===== src/rtl/rv32_bus_pkg.sv =====
// rv32_bus_pkg: shared types for the instruction/data bus arbiter.
//   rv32_bus_state_t       - arbiter FSM state
//   rv32_bus_grant_t       - which requester owns the bus (shared with the hazard unit)
//   RV32_BUS_TIMEOUT_WIDTH - width of the bus wait counter
package rv32_bus_pkg;
    typedef enum logic [1:0] {BUS_IDLE, BUS_INSTR, BUS_DATA} rv32_bus_state_t;
    typedef enum logic {GRANT_INSTR, GRANT_DATA} rv32_bus_grant_t;
    localparam int RV32_BUS_TIMEOUT_WIDTH = 8;
endpackage


===== src/rtl/rv32_bus_timeout.sv =====
// rv32_bus_timeout: bus wait-state counter with timeout detection.
//   clk, reset : clock, asynchronous active-high reset
//   clear      : zero the counter (new grant)
//   inc        : count one wait cycle
//   expired    : this wait cycle is the TIMEOUT_CYCLES-th with no ready (0 disables)
module rv32_bus_timeout
    import rv32_bus_pkg::*;
#(
    parameter int TIMEOUT_CYCLES = 255
) (
    input  logic clk,
    input  logic reset,
    input  logic clear,
    input  logic inc,
    output logic expired
);
    localparam logic [RV32_BUS_TIMEOUT_WIDTH-1:0] LIMIT = RV32_BUS_TIMEOUT_WIDTH'(TIMEOUT_CYCLES - 1);

    logic [RV32_BUS_TIMEOUT_WIDTH-1:0] count_q, count_d;

    always_comb count_d = clear ? '0 : inc ? count_q + 1'b1 : count_q;

    always_ff @(posedge clk or posedge reset)
        if (reset) count_q <= '0;
        else       count_q <= count_d;

    // The counter holds completed wait cycles; the current one is the last allowed when it equals LIMIT.
    assign expired = (TIMEOUT_CYCLES != 0) && (count_q == LIMIT);
endmodule


===== src/rtl/rv32_bus_arbiter.sv =====
// rv32_bus_arbiter: single-outstanding arbiter sharing one memory port between fetch and mem stage.
//   clk, reset                 : clock, asynchronous active-high reset
//   instr_* in/out             : fetch read request, registered read data, ready/fault pulses
//   data_* in/out              : load/store request, registered read data, ready/fault pulses
//   mem_* out                  : registered bus address/strobes/write data/byte enables
//   mem_read_value_in, mem_ready_in, mem_fault_in : bus response
module rv32_bus_arbiter
    import rv32_bus_pkg::*;
#(
    parameter int TIMEOUT_CYCLES = 255
) (
    input  logic        clk,
    input  logic        reset,
    input  logic        instr_read_in,
    input  logic [31:0] instr_address_in,
    output logic [31:0] instr_read_value_out,
    output logic        instr_ready_out,
    output logic        instr_fault_out,
    input  logic        data_read_in,
    input  logic        data_write_in,
    input  logic [31:0] data_address_in,
    input  logic [31:0] data_write_value_in,
    input  logic [3:0]  data_write_mask_in,
    output logic [31:0] data_read_value_out,
    output logic        data_ready_out,
    output logic        data_fault_out,
    output logic [31:0] mem_address_out,
    output logic        mem_read_out,
    output logic        mem_write_out,
    output logic [31:0] mem_write_value_out,
    output logic [3:0]  mem_write_mask_out,
    input  logic [31:0] mem_read_value_in,
    input  logic        mem_ready_in,
    input  logic        mem_fault_in
);
    rv32_bus_state_t state_q, state_d;
    rv32_bus_grant_t last_grant_q, last_grant_d;
    logic [31:0] mem_address_q, mem_address_d, mem_write_value_q, mem_write_value_d;
    logic [3:0]  mem_write_mask_q, mem_write_mask_d;
    logic        mem_read_q, mem_read_d, mem_write_q, mem_write_d;
    logic [31:0] instr_value_q, instr_value_d, data_value_q, data_value_d;
    logic        instr_ready_q, instr_ready_d, instr_fault_q, instr_fault_d;
    logic        data_ready_q, data_ready_d, data_fault_q, data_fault_d;
    logic        data_req, pick_instr, clear, expired, busy, done, fault;
    logic [31:0] rvalue;

    assign data_req   = data_read_in | data_write_in;
    // Fetch loses ties unless data owned the previous grant, so neither side can starve.
    assign pick_instr = instr_read_in && (!data_req || last_grant_q == GRANT_DATA);
    assign busy       = state_q != BUS_IDLE;
    assign done       = mem_ready_in || expired;
    // A timeout completes like a response with fault set and zero data.
    assign fault      = !mem_ready_in || mem_fault_in;
    assign rvalue     = mem_ready_in ? mem_read_value_in : '0;
    assign clear      = !busy && (instr_read_in || data_req);

    rv32_bus_timeout #(.TIMEOUT_CYCLES(TIMEOUT_CYCLES)) u_timeout (
        .clk    (clk),
        .reset  (reset),
        .clear  (clear),
        .inc    (busy && !mem_ready_in),
        .expired(expired)
    );

    always_comb begin
        state_d           = state_q;
        last_grant_d      = last_grant_q;
        mem_address_d     = mem_address_q;
        mem_write_value_d = mem_write_value_q;
        mem_write_mask_d  = mem_write_mask_q;
        mem_read_d        = mem_read_q;
        mem_write_d       = mem_write_q;
        instr_value_d     = instr_value_q;
        data_value_d      = data_value_q;
        instr_ready_d     = 1'b0;
        instr_fault_d     = 1'b0;
        data_ready_d      = 1'b0;
        data_fault_d      = 1'b0;
        if (!busy) begin
            if (pick_instr) begin
                state_d           = BUS_INSTR;
                last_grant_d      = GRANT_INSTR;
                mem_address_d     = instr_address_in & 32'hFFFF_FFFC;
                mem_write_value_d = '0;
                mem_write_mask_d  = '0;
                mem_read_d        = 1'b1;
                mem_write_d       = 1'b0;
            end else if (data_req) begin
                state_d           = BUS_DATA;
                last_grant_d      = GRANT_DATA;
                mem_address_d     = data_address_in & 32'hFFFF_FFFC;
                mem_write_value_d = data_write_value_in;
                mem_write_mask_d  = data_write_mask_in;
                mem_read_d        = !data_write_in;
                mem_write_d       = data_write_in;
            end
        end else if (done) begin
            state_d     = BUS_IDLE;
            mem_read_d  = 1'b0;
            mem_write_d = 1'b0;
            if (state_q == BUS_INSTR) begin
                instr_ready_d = 1'b1;
                instr_fault_d = fault;
                instr_value_d = rvalue;
            end else begin
                data_ready_d = 1'b1;
                data_fault_d = fault;
                data_value_d = mem_write_q ? '0 : rvalue;
            end
        end
    end

    always_ff @(posedge clk or posedge reset)
        if (reset) begin
            state_q           <= BUS_IDLE;
            last_grant_q      <= GRANT_INSTR;
            mem_address_q     <= '0;
            mem_write_value_q <= '0;
            mem_write_mask_q  <= '0;
            mem_read_q        <= 1'b0;
            mem_write_q       <= 1'b0;
            instr_value_q     <= '0;
            data_value_q      <= '0;
            instr_ready_q     <= 1'b0;
            instr_fault_q     <= 1'b0;
            data_ready_q      <= 1'b0;
            data_fault_q      <= 1'b0;
        end else begin
            state_q           <= state_d;
            last_grant_q      <= last_grant_d;
            mem_address_q     <= mem_address_d;
            mem_write_value_q <= mem_write_value_d;
            mem_write_mask_q  <= mem_write_mask_d;
            mem_read_q        <= mem_read_d;
            mem_write_q       <= mem_write_d;
            instr_value_q     <= instr_value_d;
            data_value_q      <= data_value_d;
            instr_ready_q     <= instr_ready_d;
            instr_fault_q     <= instr_fault_d;
            data_ready_q      <= data_ready_d;
            data_fault_q      <= data_fault_d;
        end

    assign instr_read_value_out = instr_value_q;
    assign instr_ready_out      = instr_ready_q;
    assign instr_fault_out      = instr_fault_q;
    assign data_read_value_out  = data_value_q;
    assign data_ready_out       = data_ready_q;
    assign data_fault_out       = data_fault_q;
    assign mem_address_out      = mem_address_q;
    assign mem_read_out         = mem_read_q;
    assign mem_write_out        = mem_write_q;
    assign mem_write_value_out  = mem_write_value_q;
    assign mem_write_mask_out   = mem_write_mask_q;
endmodule

===== config.mk =====
export PLATFORM = sky130hd
export DESIGN_NAME = rv32_bus_arbiter
export DESIGN_NICKNAME = d
export VERILOG_FILES = /design/src/rtl/rv32_bus_pkg.sv /design/src/rtl/rv32_bus_timeout.sv /design/src/rtl/rv32_bus_arbiter.sv
export SDC_FILE = /design/constraint.sdc
export NUM_CORES = 1
export LEC_CHECK = 0
export ABC_AREA = 1
export CORE_ASPECT_RATIO = 1.5
export CORE_MARGIN = 1
export CORE_UTILIZATION = 28
export CTS_CLUSTER_SIZE = 16
export DETAILED_ROUTE_END_ITERATION = 8
export PLACE_DENSITY = 0.63
export SLEW_MARGIN = 40
export SYNTH_ARGS = -nofsm -noshare
export SYNTH_HDL_FRONTEND = slang
export SYNTH_SLANG_ARGS = --single-unit

===== constraint.sdc =====
create_clock -name clk -period 15.9 [get_ports clk]
set_input_delay 4.77 -clock clk [delete_from_list [all_inputs] [get_ports clk]]
set_output_delay 4.77 -clock clk [all_outputs]
set_load 0.02 [all_outputs]

======== After elaboration in Yosys (flattened, before gate mapping) ========
Index checks and enable logic that the tools add are counted.
storage, ports and cells
  register bits after elaboration ......... 149
  output and inout port bits .............. 138
  memory bits (read-only) ................. 0
  logic and storage cells ................. 75
  latch bits .............................. 0
  memory bits (writable) .................. 0
  memories ................................ 0
operators by class
  div/mod/pow operators ................... 0
  bitwise logic cells ..................... 3
  $lt $le $gt $ge ......................... 0
  add/subtract/negate cells ............... 1
  reduce and logical (&&, ||, !) cells .... 19
  shift-type cells ........................ 0
  multipliers ............................. 0
  muxes and demuxes ....................... 35
  equal/unequal tests ..................... 3
operator list
  operator             number
  $mux 32              6
  $mux 1               21
  $mux 8               2
  $add 8x1->8 const B  1
  $eq 8x8->1 const B   1
  $mux 2               4
  $mux 4               2
  $reduce_and 3->1     2
  $reduce_bool 2->1    3
  $logic_not 1->1      4
  $logic_or 1x1->1     4
  $reduce_and 2->1     2
  $logic_and 1x1->1    3
  $reduce_bool 3->1    1
  $eq 2x1->1 const B   1
  $ne 2x1->1 const B   1
  $not 1->1            2
  $or 1x1->1           1

======== Depth between registers and ports, before layout ========
  depth after elaboration ................. 6
  depth in mapped cells ................... 11

======== By module ========
From an unflattened synthesis, not the netlist that was laid out.
second synthesis, totals
  cell total of the unflattened synthesis .. 714
  area total of the unflattened synthesis .. 6,311.1 um^2
by module, submodules not included
  module            times used  cells each  seq. area each (um^2)  area an instance (um^2)
  rv32_bus_arbiter  1           655         3,478.3                5,836.8
  rv32_bus_timeout  1           59          200.2                  474.2

======== Worst setup path after synthesis ========
OpenSTA, ideal clock, no wires.
  path type ............................... input port to flip-flop
  start point ............................. input data_write_in
  end point ............................... register mem_write_mask_q[0], in the netlist mem_write_mask_out[0]
  path buffers ............................ 2
  stages on the path ...................... 8
  arrival time ............................ 5.506 ns
  setup slack ............................. 10.277 ns
  required time ........................... 15.784 ns
  cell sequence ........................... nor2_2 > nand2_1 > nand2_1 > nor2_1 > buf_4 > buf_6 > nand2_1 > nand2_1
between the ends
  cells in the longest elaborated chain, start to end .. 6
ends and longest elaborated chain
  what                         RTL line                 RTL
  start, declared              rv32_bus_arbiter.sv:20   input logic data_write_in,
  $or 1x1->1 (*)               rv32_bus_arbiter.sv:47   assign data_req = data_read_in | data_write_in;
  $logic_not 1->1              rv32_bus_arbiter.sv:49   assign pick_instr = instr_read_in && (!data_req || last_grant_q == GRANT_DATA);
  $logic_or 1x1->1             rv32_bus_arbiter.sv:49
  $logic_and 1x1->1            rv32_bus_arbiter.sv:49
  $reduce_bool 2->1 (no line)  n/a
  $reduce_and 2->1 (no line)   n/a
  end signal, assigned         rv32_bus_arbiter.sv:133  mem_write_mask_q <= mem_write_mask_d;
  end, declared                rv32_bus_arbiter.sv:39   logic [3:0] mem_write_mask_q, mem_write_mask_d;
Every way passes the cells marked *; elsewhere a longest branch is shown, timed or not.
A chain may end at the register's enable or synchronous reset.

======== Worst setup path after layout ========
  start point ............................. input data_write_in
  end point ............................... register mem_write_value_q[10], in the netlist mem_write_value_out[10]
between the ends
  cells in the longest elaborated chain, start to end .. 6
ends and longest elaborated chain
  what                         RTL line                 RTL
  $or 1x1->1 (*)               rv32_bus_arbiter.sv:47
  $logic_not 1->1              rv32_bus_arbiter.sv:49
  $logic_or 1x1->1             rv32_bus_arbiter.sv:49
  $logic_and 1x1->1            rv32_bus_arbiter.sv:49
  $reduce_bool 2->1 (no line)  n/a
  $reduce_and 2->1 (no line)   n/a
  end signal, assigned         rv32_bus_arbiter.sv:132  mem_write_value_q <= mem_write_value_d;
  end, declared                rv32_bus_arbiter.sv:38   logic [31:0] mem_address_q, mem_address_d, mem_write_value_q, mem_write_value_d;
Marked as above.

==> run metrics <==
status complete, no violations; Slew Limit Headroom 45.9%; die footprint 23100 um2; commonest cells in the synthesized netlist 293 x nand2_1, 147 x dfrtp_1, 98 x nand3_1; hold depth 2; Max IR drop VDD 0.109 mV; Reg2Reg Depth 9; Setup TNS Final 0 ns; post-synth top area share 58.6%; Crit path max-delay family buffers and inverters; CP Data Required Time 16.26 ns; #FFs+latches synth 147; Seq/Total Area, Yosys 58.6%; # resized after CTS 0; CTS Hold Bufs 0; WP buf/inv 5; Filler cells 2104; HP Start mem_write_value_out[3]$_DFFE_PP0P_; YS warnings 0; IO Pins 277; die width 124 um; pwr dens 202 nW/um2; Detail Placement HPWL 12500 um; Syn Area/Cell 8.91 um2; Synth area leaders dfrtp_1 59%, nand2_1 18%, nand3_1 7.8%; RR Endpoint instr_read_value_out[26]$_DFFE_PP0P_; Detailed Routing Iterations Pass 1 4; Root Buffer clkbuf_16; CP max FO 34; Slowest cell on crit path clkdlybuf4s50_1; Total GRT Usage 16.7%; Clock Skew 0.00770 ns; final hold vios 0; CTS buffer count 17; EDFF count, synth 0; Lkg Pwr 4.39 nW; FFs w/ async S/R, synth 100%; non-filler instance count after layout 1243; initial antenna violation count 1; row count 66; critical path's most frequent cell nand2_1; drt first-iter violations 259; CP startpoint kind primary input; Tmin final 6.36 ns; TritonCTS Sinks 147; Worst path max stage delay 0.51 ns; DRC viols 0; # placed instances 1210; critical path capture point type register; # nets final 1098; fmax 157 MHz; die height 185 um; count of input and output buffers 270; Main synth FF type dfrtp_1; ANT nets after route 0; top-count cell post-synth nand2_1; Core Box Area 21900 um2; R2R setup slack 13.94 ns; clock slew at the register clock pins of the worst setup and hold paths 0.06 ns; fin crit share 40.0%; CTS tree yes; hold path endpoint mem_write_value_out[3]$_DFFE_PP0P_; mapped cell area 6280 um2; Synth cell types 24; initial core utilization 28.7%; first-pass GRT wire length 30000 um; critical-path cell list clkdlybuf4s50_1 > nor2_2 > o21ai_4 > buf_4 > inv_2 > nor2_4 > buf_8 > buf_16 > nand2_1 > nand2_1; clk buf depth 2; RSZ-0062 raised after global routing false; CTS H-tree depth 4; Crit Path Category in -> reg; share of cells above drive strength 1 8.45%; via density per instance 4.47; Syn Inst Count 705; largest area contributor in the netlist dfrtp_1; Area Overhead vs Synth 54.8%; final core utilization 44.4%; final setup vio count 0; Vias 5557; Total Wirelength 18600 um; fin. max-slew vios 0; Post-CTS Setup Inserts 0; Worst Path Arrival 6.72 ns; grt ovf 0; global placement routability congestion 0.756; vias in the first global route 5504; Max Cap Viol 0; largest net degree at the start of global routing 86; worst r2r src u_timeout.count_q[0]$_DFFE_PP0P_; worst skew pair latency 0.43 ns; min-delay worst type reg -> reg; Worst-Margin Slew 0.811 ns; DR WL/cell 15.0 um
## cell usage in the layout (no fill, tap or decap), types with 2 or more instances in the layout
master / n
o21ai_2: 28
inv_2: 3
nor2_2: 3
clkbuf_1: 2
nand2_2: 5
nor3_1: 3
o21ai_0: 7
clkdlybuf4s50_1: 269
nand3_1: 98
clkbuf_16: 17
o21ai_1: 32
xor2_1: 2
dfrtp_1: 147
nor2_1: 15
conb_1: 2
buf_4: 6
clkinv_2: 8
ha_1: 2
inv_1: 12
bufinv_16: 3
nand2_1: 292
a21oi_1: 3
## per-layer routing
| metal | GRT usage (%) | up-vias | share of wire (%) |
|---|---|---|---|
| met1 | 19.3 | 2585 | 41 |
| met5 | 0 | - | 0 |
| li1 | - | 2762 | - |
| met2 | 29.4 | 187 | 52 |
| met3 | 4.66 | 23 | 5.5 |
| met4 | 5.83 | 0 | 1.5 |
## report_power, final
group | internal [mW] | total [mW] | switching [mW]
logic | 0.406 | 0.935 | 0.529
registers | 0.535 | 0.624 | 0.0885
clock network | 0.248 | 0.408 | 0.159
## flip-flops by register name, summed over array words and instances, names as in the netlist
name	flops
mem_read_out	1
mem_write_out	1
data_ready_out	1
data_fault_out	1
state_q	2
u_timeout.count_q	8
mem_write_value_out	32
instr_read_value_out	32
instr_fault_out	1
instr_ready_out	1
data_read_value_out	32
mem_write_mask_out	4
last_grant_q	1
mem_address_out	30
## cells by family (layout without fill, tap and decap cells)
| group | count (synthesis) | after routing | share of synthesized area (%) |
|---|---|---|---|
| simple gates | 418 | 418 | 27.3 |
| flops | 147 | 147 | 58.6 |
| other cells | 1 | 3 | 0.0597 |
| fa+ha+maj | 2 | 2 | 0.398 |
| buf+inv | 63 | 327 | 5.84 |
| compound gates | 72 | 72 | 7.61 |
| xor+xnor | 2 | 2 | 0.279 |
## worst register-to-register path, delay by kind of cell, from the launching register on
kind	cells	cell delay, ns
compound gates	1	0.21
simple gates	5	0.32
buf+inv	2	0.70
flops	1	0.37
fa+ha+maj	1	0.20
## worst max-delay path by stage
| stage | startpoint | to | slack [ns] | cells past startpoint |
|---|---|---|---|---|
| 3_3_place_gp | data_write_in | state_q[1]$_DFFE_PP0P_ | 8.79 | 8 |
| 5_1_grt | data_write_in | u_timeout.count_q[1]$_DFFE_PP0P_ | 9.34 | 9 |
| 2_1_floorplan | reset | data_fault_out$_DFF_PP0_ | 7.18 | 1 |
| 3_5_place_dp | data_write_in | mem_write_value_out[10]$_DFFE_PP0P_ | 9.06 | 10 |
| 4_1_cts | data_write_in | mem_write_value_out[10]$_DFFE_PP0P_ | 9.52 | 10 |
| 6_report | data_write_in | mem_write_value_out[10]$_DFFE_PP0P_ | 9.54 | 10 |
## stage by stage
step	cell area, um2	hold WS [ns]	setup WS (ns)	power (mW)
detailed placement	9130	0.464	9.06	1.58
finish	9720	0.476	9.54	1.97
floorplan	6290	0.471	7.18	1.14
CTS	9720	0.480	9.52	2.00
global route	9720	0.501	9.34	2.10
global placement	9090	0.462	8.79	1.56
## final cells by class
class                      instances  area, um2  share of cell area (%)
sequential                       147       3680                    37.8
timing repair buffer             279       2800                    28.8
multi-input combinational        496       2250                    23.2
clock buffer                      20        447                    4.59
tap                              272        340                    3.50
clock inverter                    12        138                    1.42
inverter                          16       67.6                   0.695
antenna                            1       2.50                  0.0257
(Power assumes the default switching activity.)
